### src/rtl/ksz_bus_master.sv
// KSZ8851 16-bit host-bus engine: command-address cycle then one data read/write cycle.
// Optional KSZ_BYTE_SWAP_EN swaps data bytes on the bus (never the command word).
`timescale 1ns/1ps
module ksz_bus_master #(
  parameter int PULSE_CYCLES    = 2,
  parameter int RECOVERY_CYCLES = 2
) (
  input  logic        clk40m,
  input  logic        reset,
  input  logic [7:0]  offset,
  input  logic        length,
  input  logic        WR,
  input  logic [15:0] writeData,
  input  logic        NewCommand,
  output logic [15:0] readData,
  output logic [3:0]  state,
  output logic        eth_cmd,
  output logic        eth_csn,
  output logic        eth_rdn,
  output logic        eth_wrn,
  output logic [15:0] sd_out,
  output logic        sd_oe,
  input  logic [15:0] sd_in
);

  typedef enum logic [3:0] {
    ADDR0  = 4'd0,
    ADDR1  = 4'd1,
    ADDR2  = 4'd2,
    READ0  = 4'd3,
    READ1  = 4'd4,
    READ2  = 4'd5,
    WRITE0 = 4'd6,
    WRITE1 = 4'd7,
    WRITE2 = 4'd8,
    WAIT   = 4'd9
  } phase_t;

  localparam logic [3:0] PULSE_LD    = 4'(PULSE_CYCLES - 1);
  localparam logic [3:0] RECOVERY_LD = 4'(RECOVERY_CYCLES - 1);

  phase_t      phase_q, phase_d;
  logic [3:0]  cnt_q, cnt_d;
  logic [7:0]  off_q;
  logic        len_q;
  logic        wr_q;
  logic [15:0] wdata_q;

  logic        cmd_d, csn_d, rdn_d, wrn_d, oe_d;
  logic [15:0] sd_out_d;

  function automatic logic [15:0] cmd_word(input logic [7:0] off, input logic len);
    logic [3:0] be;
    if (len) be = off[1] ? 4'b1100 : 4'b0011;
    else     be = 4'b0001 << off[1:0];
    return {be, 4'b0000, off[7:2], 2'b00};
  endfunction

  function automatic logic [15:0] data_swap(input logic [15:0] d);
`ifdef KSZ_BYTE_SWAP_EN
    return {d[7:0], d[15:8]};
`else
    return d;
`endif
  endfunction

  assign state = phase_q;

  always_comb begin
    phase_d = phase_q;
    cnt_d   = cnt_q;
    case (phase_q)
      WAIT:   if (NewCommand) phase_d = ADDR0;
      ADDR0:  begin phase_d = ADDR1; cnt_d = PULSE_LD; end
      ADDR1:  if (cnt_q == 4'd0) phase_d = ADDR2; else cnt_d = cnt_q - 4'd1;
      ADDR2:  phase_d = wr_q ? WRITE0 : READ0;
      READ0:  begin phase_d = READ1; cnt_d = PULSE_LD; end
      READ1:  if (cnt_q == 4'd0) begin phase_d = READ2; cnt_d = RECOVERY_LD; end
              else cnt_d = cnt_q - 4'd1;
      WRITE0: begin phase_d = WRITE1; cnt_d = PULSE_LD; end
      WRITE1: if (cnt_q == 4'd0) begin phase_d = WRITE2; cnt_d = RECOVERY_LD; end
              else cnt_d = cnt_q - 4'd1;
      READ2, WRITE2:
              if (cnt_q == 4'd0) phase_d = NewCommand ? ADDR0 : WAIT;
              else cnt_d = cnt_q - 4'd1;
      default: begin phase_d = WAIT; cnt_d = 4'd0; end
    endcase
  end

  // Pin values are decoded from the upcoming phase so every pin comes straight off a flop.
  always_comb begin
    cmd_d    = 1'b0;
    csn_d    = 1'b1;
    rdn_d    = 1'b1;
    wrn_d    = 1'b1;
    oe_d     = 1'b0;
    sd_out_d = sd_out;
    case (phase_d)
      ADDR0: begin
        cmd_d = 1'b1; csn_d = 1'b0; oe_d = 1'b1;
        sd_out_d = cmd_word(offset, length);
      end
      ADDR1: begin
        cmd_d = 1'b1; csn_d = 1'b0; oe_d = 1'b1; wrn_d = 1'b0;
        if (phase_q == ADDR0) sd_out_d = cmd_word(offset, length);
      end
      ADDR2: begin
        cmd_d = 1'b1; csn_d = 1'b0; oe_d = 1'b1;
        sd_out_d = cmd_word(off_q, len_q);
      end
      READ0:  csn_d = 1'b0;
      READ1:  begin csn_d = 1'b0; rdn_d = 1'b0; end
      WRITE0: begin
        csn_d = 1'b0; oe_d = 1'b1;
        sd_out_d = data_swap(writeData);
      end
      WRITE1: begin
        csn_d = 1'b0; oe_d = 1'b1; wrn_d = 1'b0;
        if (phase_q == WRITE0) sd_out_d = data_swap(wdata_q);
      end
      WRITE2: oe_d = (phase_q == WRITE1);
      default: ;
    endcase
  end

  always_ff @(posedge clk40m or negedge reset) begin
    if (!reset) begin
      phase_q  <= WAIT;
      cnt_q    <= 4'd0;
      off_q    <= 8'd0;
      len_q    <= 1'b0;
      wr_q     <= 1'b0;
      wdata_q  <= 16'd0;
      readData <= 16'd0;
      eth_cmd  <= 1'b0;
      eth_csn  <= 1'b1;
      eth_rdn  <= 1'b1;
      eth_wrn  <= 1'b1;
      sd_oe    <= 1'b0;
      sd_out   <= 16'd0;
    end else begin
      phase_q <= phase_d;
      cnt_q   <= cnt_d;
      if (phase_q == ADDR0) begin
        off_q <= offset;
        len_q <= length;
        wr_q  <= WR;
      end
      // writeData is taken as late as possible so it may depend on the previous readData.
      if (phase_q == ADDR2) wdata_q <= writeData;
      if (phase_q == READ1 && cnt_q == 4'd0) readData <= data_swap(sd_in);
      eth_cmd <= cmd_d;
      eth_csn <= csn_d;
      eth_rdn <= rdn_d;
      eth_wrn <= wrn_d;
      sd_oe   <= oe_d;
      sd_out  <= sd_out_d;
    end
  end

endmodule

### config.mk
export PLATFORM = sky130hd
export DESIGN_NAME = ksz_bus_master
export DESIGN_NICKNAME = d
export VERILOG_FILES = /design/src/rtl/ksz_bus_master.sv
export SDC_FILE = /design/constraint.sdc
export NUM_CORES = 1
export LEC_CHECK = 0
export CAP_MARGIN = 10
export CORE_ASPECT_RATIO = 0.8
export CORE_MARGIN = 2
export CORE_UTILIZATION = 49
export DETAILED_ROUTE_END_ITERATION = 7
export PLACE_DENSITY_LB_ADDON = 0.25
export SETUP_SLACK_MARGIN = 0.4
export SYNTH_ARGS = -nofsm -noshare
export SYNTH_HDL_FRONTEND = slang
export SYNTH_SLANG_ARGS = --single-unit
export TNS_END_PERCENT = 100
### constraint.sdc
create_clock -name clk40m -period 3.4 [get_ports clk40m]
set_input_delay 0.68 -clock clk40m [delete_from_list [all_inputs] [get_ports clk40m]]
set_output_delay 0.68 -clock clk40m [all_outputs]
set_load 0.005 [all_outputs]
==> flow_metrics.env, run 1 <==
export IMPL_ys_warn_count=0
export IMPL_tns_ns=0
export IMPL_htreeDepth=3
export IMPL_drtIter0Drc=149
export IMPL_stdcell_area_um2=4550
export IMPL_drive_gt1_frac=0.257
export IMPL_avgViaCountPerCell=5.62
export IMPL_ys_types=47
export IMPL_fin_crit_sh=0.804
export IMPL_switching_share=0.334
export IMPL_cts_root_buffer="clkbuf_8"
export IMPL_powerDensity_nw_per_um2=985
export IMPL_crit_path_end_kind="register"
export IMPL_syn_nets=312
export IMPL_via_count=2523
export IMPL_ys_flop_type="dfrtp_1"
export IMPL_grt_max_degree=32
export IMPL_worstSkewPairLatency_ns=0.34
export IMPL_startpoint_type="register"
export IMPL_die_y_um=78.6
export IMPL_rsz0062_at_grt="false"
export IMPL_antennaDiodeCount=0
export IMPL_synth_avg_cell_area_um2=12.8
export IMPL_nets=403
export IMPL_synth_edff_count=0
export IMPL_maxSlewHeadroom=0.547
export IMPL_max_freq_ghz=0.366
export IMPL_maxSlewViolCount=0
export IMPL_port_buffers=85
export IMPL_ant_nets=0
export IMPL_start_util=0.500
export IMPL_dr_pass1_iters=4
export IMPL_path_clk_slew_ns=0.07
export IMPL_status="complete, no violations"
export IMPL_path_class="reg2reg"
export IMPL_min_path_type="in2async"
export IMPL_utilization=0.667
export IMPL_cts_path_max_buffers=2
export IMPL_cts_hold_buffers_added=0
export IMPL_yosys_area_top_type="dfrtp_1"
export IMPL_hpwl_um=5290
export IMPL_leakagePower_uw=0.00189
export IMPL_combPwrFrac=0.502
export IMPL_pwr_share_seq=0.356
export IMPL_p_int_uw=2980
export IMPL_critPathRequiredTime_ns=3.63
export IMPL_hold_violations=0
export IMPL_ys_seq_area_frac=0.523
export IMPL_finClkSkew_ns=0.00488
export IMPL_rows=27
export IMPL_grt_pass1_vias=2551
export IMPL_cts_sinks=71
export IMPL_p_sw_uw=1500
export IMPL_gp_congestion=0.817
export IMPL_arrival_ns=2.96
export IMPL_die_width_um=97.3
export IMPL_routed_wl_um=7510
export IMPL_final_common_cell="clkdlybuf4s50_1"
export IMPL_ioPinCount=86
export IMPL_async_flop_share=1.00
export IMPL_synthTopCellsByArea="dfrtp_1 (48%), mux2_2 (16%), mux2_4 (4.4%), dfstp_2 (3.9%), a22o_1 (3.1%)"
export IMPL_grtUsageTotal=0.209
export IMPL_clockPowerShare=0.142
export IMPL_tritoncts="yes"
export IMPL_grt_pass1_wl_um=12700
export IMPL_post_cts_setup_buffer_count=0
export IMPL_numCtsBuffers=9
export IMPL_yosys_area_top_type_share=0.484
export IMPL_ys_ff_latch=71
export IMPL_antenna_found_initial=0
export IMPL_place_area_um2=4370
export IMPL_drcViolationCount=0
export IMPL_synth_area_um2=3410
export IMPL_die_area_um2=7650
export IMPL_cts_resized=0
export IMPL_setup_viol_count_final=0
export IMPL_postSynthCellCount=266
export IMPL_path_max_fanout=16
export IMPL_wl_per_cell_um=16.7
export IMPL_fin_crit_ns=2.73
export IMPL_grt_overflow_total=0
export IMPL_area_growth_pct=33.4
export IMPL_worstMarginPinSlew_ns=0.679
export IMPL_ir_drop_mv=0.474
export IMPL_drv_cap=0
export IMPL_core_area_um2=6820
export IMPL_mostFrequentLayoutCells="clkdlybuf4s50_1 (84), dfrtp_1 (66), mux2_2 (48)"
-- layout make-up --
class / instances / area (um^2)
fill: 521 / 2270
tap: 87 / 109
timing repair buffer: 93 / 918
inverter: 7 / 26.3
multi-input combinational: 175 / 1530
sequential: 71 / 1780
clock buffer: 12 / 135
clock inverter: 4 / 47.5
-- worst paths after layout --
check                            start     endpoint  slack, ns  cells after the start
setup / recovery              cnt_q[0]    sd_out[0]       0.67                      9
hold / removal                   reset      eth_cmd       0.37                      1
setup reg to reg              cnt_q[0]    sd_out[0]       0.67                      9
hold reg to reg            readData[2]  readData[2]       0.51                      1
max in group asynchronous        reset      eth_csn       2.25                      2
min in group clk40m        readData[2]  readData[2]       0.51                      1
-- cells in the mapped netlist, drive strengths merged (4+ instances only) --
master,count
dfstp,5
a22o,12
nand2,8
nand2b,6
a22oi,5
o21ai,13
nor3,4
nand3,6
inv,7
o211ai,5
buf,6
dfrtp,66
nor2,12
a221o,6
nor2b,6
clkbuf,7
mux2,58
a21oi,5
-- routing by layer --
metal	track usage	wire length, um	vias up
met4	0.0542	50	0
li1	-	-	1172
met5	0	0	-
met1	0.279	3410	1248
met3	0.0730	506	6
met2	0.331	3550	97
-- critical path, stage by stage, from the launching register on --
cell and delay [ns]:
dfrtp_1 0.42, inv_1 0.08, ha_1 0.27, or3b_4 0.44, o311a_1 0.31, o211a_4 0.16, o21a_4 0.21, o211ai_4 0.17
buf_12 0.20, mux2_2 0.35
-- power groups by stage --
stage	logic, uW	registers, uW	clock network, uW
floorplan	1520	1510	0
global placement	2210	1590	0
detailed placement	2260	1610	0
CTS	2270	1590	663
global route	2430	1660	700
finish	2250	1600	636
-- sequential cells by signal, indices dropped and copies added (netlist names) --
name      cells
readData     16
eth_rdn       1
eth_wrn       1
wr_q          1
cnt_q         4
sd_oe         1
eth_cmd       1
sd_out       16
wdata_q      16
eth_csn       1
state         4
len_q         1
off_q         8
-- per-stage QoR --
| stage | total power [uW] | instances | hold WS [ns] | setup slack [ns] |
|---|---|---|---|---|
| after floorplan | 3040 | 266 | 0.384 | 0.818 |
| after global placement | 3800 | 433 | 0.485 | 0.440 |
| after detailed placement | 3870 | 433 | 0.492 | 0.409 |
| after CTS | 4530 | 449 | 0.369 | 0.680 |
| after global routing | 4790 | 449 | 0.405 | 0.558 |
| final | 4480 | 449 | 0.369 | 0.668 |
-- cells by family (layout without fill, tap and decap cells) --
group | count (synthesis) | count (layout) | share of synthesized area
DFF | 71 | 71 | 0.523
AOI/OAI and AO/OA | 59 | 59 | 0.139
and+or+nand+nor | 54 | 54 | 0.0958
adders and majority gates | 1 | 1 | 0.00367
xor gates and xnor gates | 3 | 3 | 0.00771
muxes | 58 | 58 | 0.203
buffers and inverters | 20 | 116 | 0.0283
(Power assumes the default switching activity.)
==> run 2, diff against run 1 <==
==> constraint.sdc (replaced) <==
create_clock -name clk40m -period 2.7 [get_ports clk40m]
set_input_delay 0.54 -clock clk40m [delete_from_list [all_inputs] [get_ports clk40m]]
set_output_delay 0.54 -clock clk40m [all_outputs]
set_load 0.005 [all_outputs]
==> run 2 against run 1 <==
Clock power grew 78%. Sequential cell count is the same. Worst hold slack got worse by 0.21 ns. First-iteration DRC count increased by 52%. Critical path depth unchanged. Sequential share of layout area decreased by 2.4 points. Power is 44% higher. Cell area up 6.5%. Fmax up 7.0%. Via count increased by 1.9%. Count of clock-buffer cells in the layout decreased by 1. Setup slack got worse by 0.52 ns.
==> flow_metrics.env, run 2 (synthesis results as in run 1) <==
export IMPL_grt_pass1_wl_um=12800
export IMPL_drcViolationCount=0
export IMPL_powerDensity_nw_per_um2=1330
export IMPL_worstSkewPairLatency_ns=0.34
export IMPL_numCtsBuffers=9
export IMPL_avgViaCountPerCell=5.52
export IMPL_cp_num_buf_inv=2
export IMPL_pre_cts_ws_ns=-0.128
export IMPL_stdcell_area_um2=4850
export IMPL_max_freq_ghz=0.392
export IMPL_nets=420
export IMPL_ant_nets=0
export IMPL_maxSlewViolCount=0
export IMPL_gp_congestion=0.876
export IMPL_path_clk_slew_ns=0.07
export IMPL_finClkSkew_ns=0.00712
export IMPL_fin_crit_ns=2.55
export IMPL_drtIter0Drc=226
export IMPL_die_area_um2=7650
export IMPL_die_width_um=97.3
export IMPL_tritoncts="yes"
export IMPL_final_common_cell="clkdlybuf4s50_1"
export IMPL_pwr_share_seq=0.300
export IMPL_core_area_um2=6820
export IMPL_r2r_end="sd_out[10]"
export IMPL_reg2reg_slack_ns=0.15
export IMPL_power_uw=6460
export IMPL_cts_path_max_buffers=2
export IMPL_hold_violations=0
export IMPL_drive_gt1_frac=0.311
export IMPL_layout_setup_ws_ns=0.147
export IMPL_cpMaxStageDelayCell="or3b_4"
export IMPL_combPwrFrac=0.525
export IMPL_htreeDepth=3
export IMPL_leakagePower_uw=0.00205
export IMPL_grtUsageTotal=0.213
export IMPL_slowest_delay_ns=0.40
export IMPL_startpoint_type="register"
export IMPL_fin_hold_ws_ns=0.159
export IMPL_grt_max_degree=52
export IMPL_ioPinCount=86
export IMPL_min_path_type="in2async"
export IMPL_hpwl_um=5450
export IMPL_post_place_cells=440
export IMPL_crit_family="compound AO/OA/AOI/OAI gates"
export IMPL_rows=27
export IMPL_wl_per_cell_um=17.0
export IMPL_path_class="reg2reg"
export IMPL_instances_no_fill=466
export IMPL_setup_viol_count_final=0
export IMPL_critPathRequiredTime_ns=2.92
export IMPL_maxSlewHeadroom=0.533
export IMPL_rsz0062_at_grt="true"
export IMPL_worstMarginPinSlew_ns=0.700
export IMPL_drv_cap=0
export IMPL_reg_top3="readData x16, sd_out x16, wdata_q x16"
export IMPL_ir_drop_mv=0.552
export IMPL_antenna_found_initial=0
export IMPL_timing_rr_start="cnt_q[1]"
export IMPL_grt_pass1_vias=2574
export IMPL_grt_overflow_total=0
export IMPL_crit_path_end_kind="register"
export IMPL_area_growth_pct=42.2
export IMPL_via_count=2572
export IMPL_port_buffers=85
export IMPL_mostFrequentLayoutCells="clkdlybuf4s50_1 (84), dfrtp_1 (66), mux2_2 (42)"
export IMPL_dr_pass1_iters=5
export IMPL_cts_root_buffer="clkbuf_8"
export IMPL_die_y_um=78.6
export IMPL_switching_share=0.318
export IMPL_cts_hold_buffers_added=0
export IMPL_place_area_um2=4440
export IMPL_antennaDiodeCount=0
export IMPL_clockPowerShare=0.175
export IMPL_p_int_uw=4410
export IMPL_worstRegToRegCells=9
export IMPL_p_sw_uw=2060
export IMPL_cts_sinks=71
export IMPL_start_util=0.500
export IMPL_fin_crit_sh=0.945
export IMPL_status="complete, no violations"
export IMPL_arrival_ns=2.78
export IMPL_path_max_fanout=8
export IMPL_cp_cell_sequence="inv_2, ha_4, or3b_4, o311a_1, o211a_4, o21a_4, o211ai_4, clkbuf_16, mux2_4"
export IMPL_routed_wl_um=7920
[run 2: power groups by stage]
stage	Sequential, uW	Combinational [uW]	Clock, uW
after global placement	1930	2940	0
after detailed placement	1950	3020	0
after floorplan	1910	1930	0
final	1940	3390	1130
after CTS	1930	3290	1160
after global routing	2000	3630	1200
[run 2: how the worst max path moves through the flow]
stage            endpoint  startpoint  slack (ns)  depth (start not counted)
2_1_floorplan  sd_out[10]    cnt_q[0]        0.17                          9
5_1_grt        sd_out[10]    cnt_q[0]        0.08                          9
6_report       sd_out[10]    cnt_q[1]        0.15                          9
3_3_place_gp    sd_out[1]  NewCommand       -0.10                          8
3_5_place_dp    sd_out[5]  NewCommand       -0.13                          8
4_1_cts         sd_out[3]    cnt_q[0]        0.12                          9
[run 2: layer usage]
layer / up-vias / share of wire / GRT usage
met1: 1239 / 0.44 / 0.275
met3: 8 / 0.076 / 0.0703
li1: 1210 / - / -
met5: - / 0 / 0
met4: 0 / 0.0082 / 0.0569
met2: 115 / 0.48 / 0.348
[run 2: what timing repair did]
action | in CTS | in global routing
hold endpoints to repair | 0 | 0
endpoints found under the setup margin | 16 | 16
gates cloned | 1 | 0
setup buffers | 5 | 4
gates resized for setup | 6 | 7
pin swaps | 4 | 5
[run 2: layout make-up]
cell class / count / area, um^2
Inverter: 7 / 26.3
Clock inverter: 5 / 129
Multi-Input combinational cell: 175 / 1580
Sequential cell: 71 / 1780
Timing Repair Buffer: 110 / 1080
Fill cell: 490 / 1980
Tap cell: 87 / 109
Clock buffer: 11 / 141
[run 2: stage by stage]
step                       util  TNS, ns
after detailed placement  0.651    -1.44
after global routing      0.710        0
after global placement    0.651    -1.27
final                     0.710        0
after floorplan               -        0
after CTS                 0.702        0
[run 2: worst reg2reg max path, delay by kind of cell, from the launching register on]
kind,cells,cell delay [ns]
AO/OA/AOI/OAI,4,0.94
adder cells (fa/ha/maj),1,0.13
buffers and inverters,2,0.28
flip-flops,1,0.39
multiplexers,1,0.30
AND/OR/NAND/NOR,1,0.40
==> patch 1, RTL diff (settings of run 2) <==
Register the output `readData` once more, cleared by the reset; this adds one clock of latency there. The other outputs are not delayed to match.
--- a/src/rtl/ksz_bus_master.sv
+++ b/src/rtl/ksz_bus_master.sv
@@ -38,6 +38,8 @@
 
   localparam logic [3:0] PULSE_LD    = 4'(PULSE_CYCLES - 1);
   localparam logic [3:0] RECOVERY_LD = 4'(RECOVERY_CYCLES - 1);
+
+  logic [15:0] readData_s0;
 
   phase_t      phase_q, phase_d;
   logic [3:0]  cnt_q, cnt_d;
@@ -131,7 +133,7 @@
       len_q    <= 1'b0;
       wr_q     <= 1'b0;
       wdata_q  <= 16'd0;
-      readData <= 16'd0;
+      readData_s0 <= 16'd0;
       eth_cmd  <= 1'b0;
       eth_csn  <= 1'b1;
       eth_rdn  <= 1'b1;
@@ -148,7 +150,7 @@
       end
       // writeData is taken as late as possible so it may depend on the previous readData.
       if (phase_q == ADDR2) wdata_q <= writeData;
-      if (phase_q == READ1 && cnt_q == 4'd0) readData <= data_swap(sd_in);
+      if (phase_q == READ1 && cnt_q == 4'd0) readData_s0 <= data_swap(sd_in);
       eth_cmd <= cmd_d;
       eth_csn <= csn_d;
       eth_rdn <= rdn_d;
@@ -158,5 +160,13 @@
     end
   end
 
+  always_ff @(posedge clk40m or negedge reset) begin
+    if (!reset) begin
+      readData <= '0;
+    end else begin
+      readData <= readData_s0;
+    end
+  end
+
 endmodule
 
Formal check against the unedited RTL: not equivalent (a bounded check fails within 10 cycles, from zero or initial values and one cycle with reset low).
==> patch 1 against run 2 <==
Synthesized cell count grew 6.0%. Sequential cell count grew 16. Sequential power grew 23%. Utilization shrank 0.96 points. Total power grew 4.1%. Worst setup slack lost 14 ps. Routed wire length grew 6.3%. Synthesized area grew 12%. Via count grew 5.0%. Cell area grew 7.9%. Cell count grew 7.5%. Critical endpoint is now sd_out[1]. Largest power group unchanged.
==> patch 1: results (changes against run 2) <==
The iteration-0 DRC count of the detailed router was 99 (-56%). The post-place instance area is 4880 sq um (+9.8%). The average wire per standard cell came out at 16.8 um (-1.1%).

For the worst-skew pair, the clock arrives at the later sink with an insertion delay of 350 ps. Sorting the synthesized cells by area gives the leading types as sky130_fd_sc_hd__dfrtp_1 (54%), sky130_fd_sc_hd__mux2_2 (14%), sky130_fd_sc_hd__mux2_4 (3.9%). The total of buffers placed on input and output ports was 85 (unchanged). The cell total after placement came to 477 (+8.4%). The final antenna diode count was 0 (unchanged).

The worst setup timing slack at the placement stage came out at -130 ps (-2.57 ps). The reg-to-reg setup timing slack is between 100 and 150 ps. The share of post-route cells with drive strength above 1 is 30.3% (-0.83 points). The flow ran to the end, and the final reports show no timing, DRC or antenna violations. The H-tree level count is 3 (unchanged). The remaining max-slew budget at the tightest pin is 43.0% (-10 points).

The number of antenna violations at the first check in global routing is 0 (unchanged). The sequential cell area fraction in the yosys report is 57.3% (+5.0 points). The area added between synthesis and finish came out at 37.2%. Tracing the worst setup path back leads to its startpoint at cnt_q[0]. The count of unique library cells instantiated by Yosys came to 47 (unchanged). The fraction of registers with async set/reset is 100% (unchanged). The via count of the first global-routing pass came out at 2,792 (+8.5%).

The tree is rooted in a sky130_fd_sc_hd__clkbuf_8. The maximum clock insertion buffer count came out at 2 (unchanged). The fill cell total of the finished layout came out at 573 (+17%). The number of synthesis warnings is 0 (unchanged). The endpoint identified for the worst register-to-register timing path is sd_out[1]. The worst ir drop on vdd came out at 0.640 mV (+16%). The net count of the mapped netlist is 328 (+5.1%). The clock slew seen by the registers of the worst setup and hold paths came out at around 80 ps.

The sum of net half-perimeters after detailed placement is 5.70 mm (+4.5%). The vias after detailed routing came out at 2,700 (+5.0%). The number of buffers inserted during clock tree synthesis is 9 (unchanged). The internal power consumption is 4.55 mW (+3.3%). For this run, the leading register cell type out of synthesis is sky130_fd_sc_hd__dfrtp_1. The length of the first detailed-routing pass in iterations came out at 6 (+1). The mean post-synth cell area is 13.5 sq um (+5.4%). The total routing usage reported by global routing was 21.0% (-0.28 points). The via density per instance is 5.39 (-2.4%).

The worst hold margin is 231 ps (+71.9 ps). The tightest min-delay check is of the input port to async pin type. The final estimated routing congestion in global placement was 0.850 (-3.0%). After synthesis, the most frequently instantiated cells are sky130_fd_sc_hd__dfrtp_1 (82), sky130_fd_sc_hd__mux2_2 (48), sky130_fd_sc_hd__o21ai_0 (13), sky130_fd_sc_hd__a22o_1 (12), sky130_fd_sc_hd__nor2_1 (12). The number of nets in the finished design came to 438 (+4.3%). The largest net degree at the start of global routing was 55 (+5.8%). The worst-case reg-to-reg path depth was 9 (unchanged). The global-route wire length before repair is 13.8 mm (+7.9%).

The static leakage came out at 2.22 nW (+8.2%). The clock skew came out at 8.98 ps (+1.86 ps). The worst endpoint data arrival time is 2800 ps (+20 ps).
[patch 1: changes by cell type in the layout (fill, tap and decap cells not counted), sizes merged]
cell,before,now
dfrtp,66,82
inv,7,9
clkinv,1,2
bufinv,4,2
buf,25,28
clkbuf,12,9
[patch 1: worst max-delay path by stage]
stage	depth (start not counted)	to	slack [ps]
after CTS	9	sd_out[1]	90
final	9	sd_out[1]	130
after global routing	9	sd_out[8]	70
after floorplan	9	sd_out[10]	170
after detailed placement	8	sd_out[4]	-130
after global placement	8	sd_out[0]	-80
[patch 1: worst max-delay path, stage by stage, from the launching register on]
cell and delay [ps]:
sky130_fd_sc_hd__dfrtp_1 390, sky130_fd_sc_hd__inv_2 70, sky130_fd_sc_hd__ha_4 120, sky130_fd_sc_hd__or3b_4 400, sky130_fd_sc_hd__o311a_1 310, sky130_fd_sc_hd__o211a_4 150
sky130_fd_sc_hd__o21a_4 210, sky130_fd_sc_hd__o211ai_4 310, sky130_fd_sc_hd__buf_12 190, sky130_fd_sc_hd__mux2_4 300
[patch 1: layout make-up]
| class | count | area share, % |
|---|---|---|
| inverters | 7 | 0.503 |
| clock inverters | 6 | 1.75 |
| clock buffers | 9 | 2.37 |
| well taps | 105 | 2.51 |
| repair buffers | 112 | 20.8 |
| flip-flops and latches | 87 | 41.8 |
| multi-input cells | 175 | 30.3 |
[patch 1: layer usage]
layer	GRT usage (%)	part of all wire, %
met1	28.8	46
met2	31.4	46
met3	8.00	6.9
met4	5.58	0.85
met5	0	0
[patch 1: logic make-up (layout without fill, tap and decap cells)]
family          after synthesis  after routing  share of synthesized area (%)
mux                          58             58                           18.1
xor+xnor                      3              3                          0.690
fa+ha+maj                     1              1                          0.328
buf+inv                      20            134                           2.53
compound gates               59             59                           12.4
flops                        87             87                           57.3
simple gates                 54             54                           8.57
[patch 1: power by group through the flow]
stage	clock (mW)	sequential [mW]	combinational, mW
finish	0.985	2.38	3.36
global route	1.06	2.46	3.64
CTS	1.01	2.37	3.31
detailed placement	0	2.40	2.99
global placement	0	2.36	2.92
floorplan	0	2.29	1.94
[patch 1: repair_timing]
action | 4_1_cts | 5_1_grt
setup endpoints to repair | 16 | 16
gates resized for setup | 10 | 3
pin swaps | 5 | 4
gates cloned | 1 | 0
buffers inserted | 4 | 4
==> patch 2, RTL diff (flow settings as in run 2) <==
Made on the original files. Register the inputs `offset`, `length`, `WR`, `writeData`, `NewCommand` and `sd_in` before use, with the module's reset. The logic sees them one clock later.
--- a/src/rtl/ksz_bus_master.sv
+++ b/src/rtl/ksz_bus_master.sv
@@ -39,6 +39,31 @@
   localparam logic [3:0] PULSE_LD    = 4'(PULSE_CYCLES - 1);
   localparam logic [3:0] RECOVERY_LD = 4'(RECOVERY_CYCLES - 1);
 
+  logic [7:0] offset_q;
+  logic length_q;
+  logic WR_q;
+  logic [15:0] writeData_q;
+  logic NewCommand_q;
+  logic [15:0] sd_q;
+
+  always_ff @(posedge clk40m or negedge reset) begin
+    if (!reset) begin
+      offset_q     <= '0;
+      length_q     <= '0;
+      WR_q         <= '0;
+      writeData_q  <= '0;
+      NewCommand_q <= '0;
+      sd_q         <= '0;
+    end else begin
+      offset_q     <= offset;
+      length_q     <= length;
+      WR_q         <= WR;
+      writeData_q  <= writeData;
+      NewCommand_q <= NewCommand;
+      sd_q         <= sd_in;
+    end
+  end
+
   phase_t      phase_q, phase_d;
   logic [3:0]  cnt_q, cnt_d;
   logic [7:0]  off_q;
@@ -70,7 +95,7 @@
     phase_d = phase_q;
     cnt_d   = cnt_q;
     case (phase_q)
-      WAIT:   if (NewCommand) phase_d = ADDR0;
+      WAIT:   if (NewCommand_q) phase_d = ADDR0;
       ADDR0:  begin phase_d = ADDR1; cnt_d = PULSE_LD; end
       ADDR1:  if (cnt_q == 4'd0) phase_d = ADDR2; else cnt_d = cnt_q - 4'd1;
       ADDR2:  phase_d = wr_q ? WRITE0 : READ0;
@@ -81,7 +106,7 @@
       WRITE1: if (cnt_q == 4'd0) begin phase_d = WRITE2; cnt_d = RECOVERY_LD; end
               else cnt_d = cnt_q - 4'd1;
       READ2, WRITE2:
-              if (cnt_q == 4'd0) phase_d = NewCommand ? ADDR0 : WAIT;
+              if (cnt_q == 4'd0) phase_d = NewCommand_q ? ADDR0 : WAIT;
               else cnt_d = cnt_q - 4'd1;
       default: begin phase_d = WAIT; cnt_d = 4'd0; end
     endcase
@@ -98,11 +123,11 @@
     case (phase_d)
       ADDR0: begin
         cmd_d = 1'b1; csn_d = 1'b0; oe_d = 1'b1;
-        sd_out_d = cmd_word(offset, length);
+        sd_out_d = cmd_word(offset_q, length_q);
       end
       ADDR1: begin
         cmd_d = 1'b1; csn_d = 1'b0; oe_d = 1'b1; wrn_d = 1'b0;
-        if (phase_q == ADDR0) sd_out_d = cmd_word(offset, length);
+        if (phase_q == ADDR0) sd_out_d = cmd_word(offset_q, length_q);
       end
       ADDR2: begin
         cmd_d = 1'b1; csn_d = 1'b0; oe_d = 1'b1;
@@ -112,7 +137,7 @@
       READ1:  begin csn_d = 1'b0; rdn_d = 1'b0; end
       WRITE0: begin
         csn_d = 1'b0; oe_d = 1'b1;
-        sd_out_d = data_swap(writeData);
+        sd_out_d = data_swap(writeData_q);
       end
       WRITE1: begin
         csn_d = 1'b0; oe_d = 1'b1; wrn_d = 1'b0;
@@ -142,13 +167,13 @@
       phase_q <= phase_d;
       cnt_q   <= cnt_d;
       if (phase_q == ADDR0) begin
-        off_q <= offset;
-        len_q <= length;
-        wr_q  <= WR;
+        off_q <= offset_q;
+        len_q <= length_q;
+        wr_q  <= WR_q;
       end
       // writeData is taken as late as possible so it may depend on the previous readData.
-      if (phase_q == ADDR2) wdata_q <= writeData;
-      if (phase_q == READ1 && cnt_q == 4'd0) readData <= data_swap(sd_in);
+      if (phase_q == ADDR2) wdata_q <= writeData_q;
+      if (phase_q == READ1 && cnt_q == 4'd0) readData <= data_swap(sd_q);
       eth_cmd <= cmd_d;
       eth_csn <= csn_d;
       eth_rdn <= rdn_d;
Check against the original RTL: not equivalent (Yosys sat finds a counterexample within 4 cycles, from zero or initial values and one cycle with reset low).
==> patch 2 against run 2 <==
Sequential cell count increased by 43. Cell area grew 33%. Worst hold slack gained 61 ps. Highest routed layer unchanged. Total power rose by 34%. Synthesized cell count increased by 19%. Worst setup slack better by 150 ps. Synthesized area up 34%. Largest cell class unchanged. Routed wire length up 29%.
==> patch 2: results (changes against run 2) <==
The clock tree cell share of total cell area is 9.43% (+3.9 points). The clock buffer count in the final layout is 18 (+7). The maximum net fanout on the critical path came out at 8 (unchanged).

The non-clock buffer area fraction after layout is 17.5% (-4.7 points). The non-filler instance count after layout came out at 564 (+21%). The fill cell total of the finished layout came out at 588 (+20%). The count of unique library cells instantiated by Yosys came to 52 (+11%). The share of post-route cells with drive strength above 1 came to 32.3% (+1.2 points). The static leakage came out at 2.77 nW (+35%).

The length of the first detailed-routing pass in iterations is 4 (-1). The worst endpoint data arrival time came to 2680 ps (-100 ps). The power in sequential cells came out at 2.69 mW (+39%).

The maximum operating frequency came out at 0.417 GHz (+6.4%). The transition time at the pin with the least slew margin came out at 800 ps (+100 ps). The final standard cell area without fillers is 6430 sq um (+33%). The length of routed wiring on met1 is 4.37 mm (+26%).

The total power is 8.65 mW (+34%). The fraction of post-synthesis cell area in the top cell type by area came out at 59.9% (+11 points). The post-CTS setup buffer count is 13 (+8). The die area is 10,100 sq um (+32%). The largest net degree at the start of global routing came out at 68 (+31%). The total of plain and repair buffers excluding clock buffers came out at 117 (+6.4%). The sequential cell area share is 44.5% (+7.8 points). The amount of wire on met3 after detailed routing was 682 um (+13%). The clock slew seen by the registers of the worst setup and hold paths came out at about 60 ps.

The via count of the first global-routing pass came out at 3,288 (+28%). The sum of net half-perimeters after detailed placement came out at 6.14 mm (+13%). The worst setup timing slack at the placement stage is 225 ps (+353 ps). The total routing usage reported by global routing is 21.3% (about the same). The routing usage on met3 came out at 6.61% (-0.43 points).

The clock skew is 13.1 ps (+6.01 ps). The area of the multi-input gates came out at 1650 sq um (+4.0%). The vias after detailed routing came out at 3,164 (+23%). The non-clock inverter instance count of the final layout came out at 11 (+4). The final estimated routing congestion in global placement is 0.902 (+3.0%). The iteration-0 DRC count of the detailed router is 171 (-24%).

The global-route wire length before repair came out at 16.5 mm (+29%). The sequential cell area fraction in the yosys report came to 62.8% (+10 points). By area the synthesized netlist is led by sky130_fd_sc_hd__dfrtp_1 (60%), sky130_fd_sc_hd__mux2_2 (12%), sky130_fd_sc_hd__a22o_1 (3.1%). The cell total after placement came out at 515 (+17%). The reg-to-reg setup timing slack was 300 ps (+150 ps). The met2 track demand over resource came out at 32.7% (-2.1 points).

The fraction of met1 tracks used by global routing is 28.1% (+0.55 points). The internal power consumption came to 5.83 mW (+32%). The cell sitting at the root of the clock tree is a sky130_fd_sc_hd__clkbuf_16.

The clock insertion delay at the later pin of the skew report came out at 410 ps (+70 ps). The mean post-synth cell area is 14.4 sq um (+12%). The worst hold margin came out at 220 ps (+60.9 ps).

The total length of routed wires is 10.2 mm (+29%). The H-tree level count is 4 (+1). The wire length on met2 is 4.98 mm (+32%). The flow ran to the end, and the final reports show no timing, DRC or antenna violations. The number of buffers inserted during clock tree synthesis is 17 (+8). The post-place instance area is 5610 sq um (+26%).
==> patch 2: changes by cell type in the layout (fill, tap and decap cells not counted), moves of 4 or more <==
cell,change
sky130_fd_sc_hd__a21oi_1,+5
sky130_fd_sc_hd__a22o_1,+4
sky130_fd_sc_hd__a22oi_1,-5
sky130_fd_sc_hd__buf_4,+7
sky130_fd_sc_hd__clkbuf_16,+16
sky130_fd_sc_hd__clkbuf_8,-9
sky130_fd_sc_hd__dfrtp_1,+41
sky130_fd_sc_hd__inv_1,+4
sky130_fd_sc_hd__inv_6,+6
sky130_fd_sc_hd__nor2_1,-4
sky130_fd_sc_hd__o21ai_0,-7
==> patch 2: cell families after synthesis <==
logic type                 Yosys count  share of synthesized area (%)
and+or+nand+nor                     53                           8.08
buffers and inverters               27                           2.72
adders and majority gates            2                          0.494
DFF                                114                           62.8
AOI/OAI and AO/OA                   63                           11.2
muxes                               57                           14.8
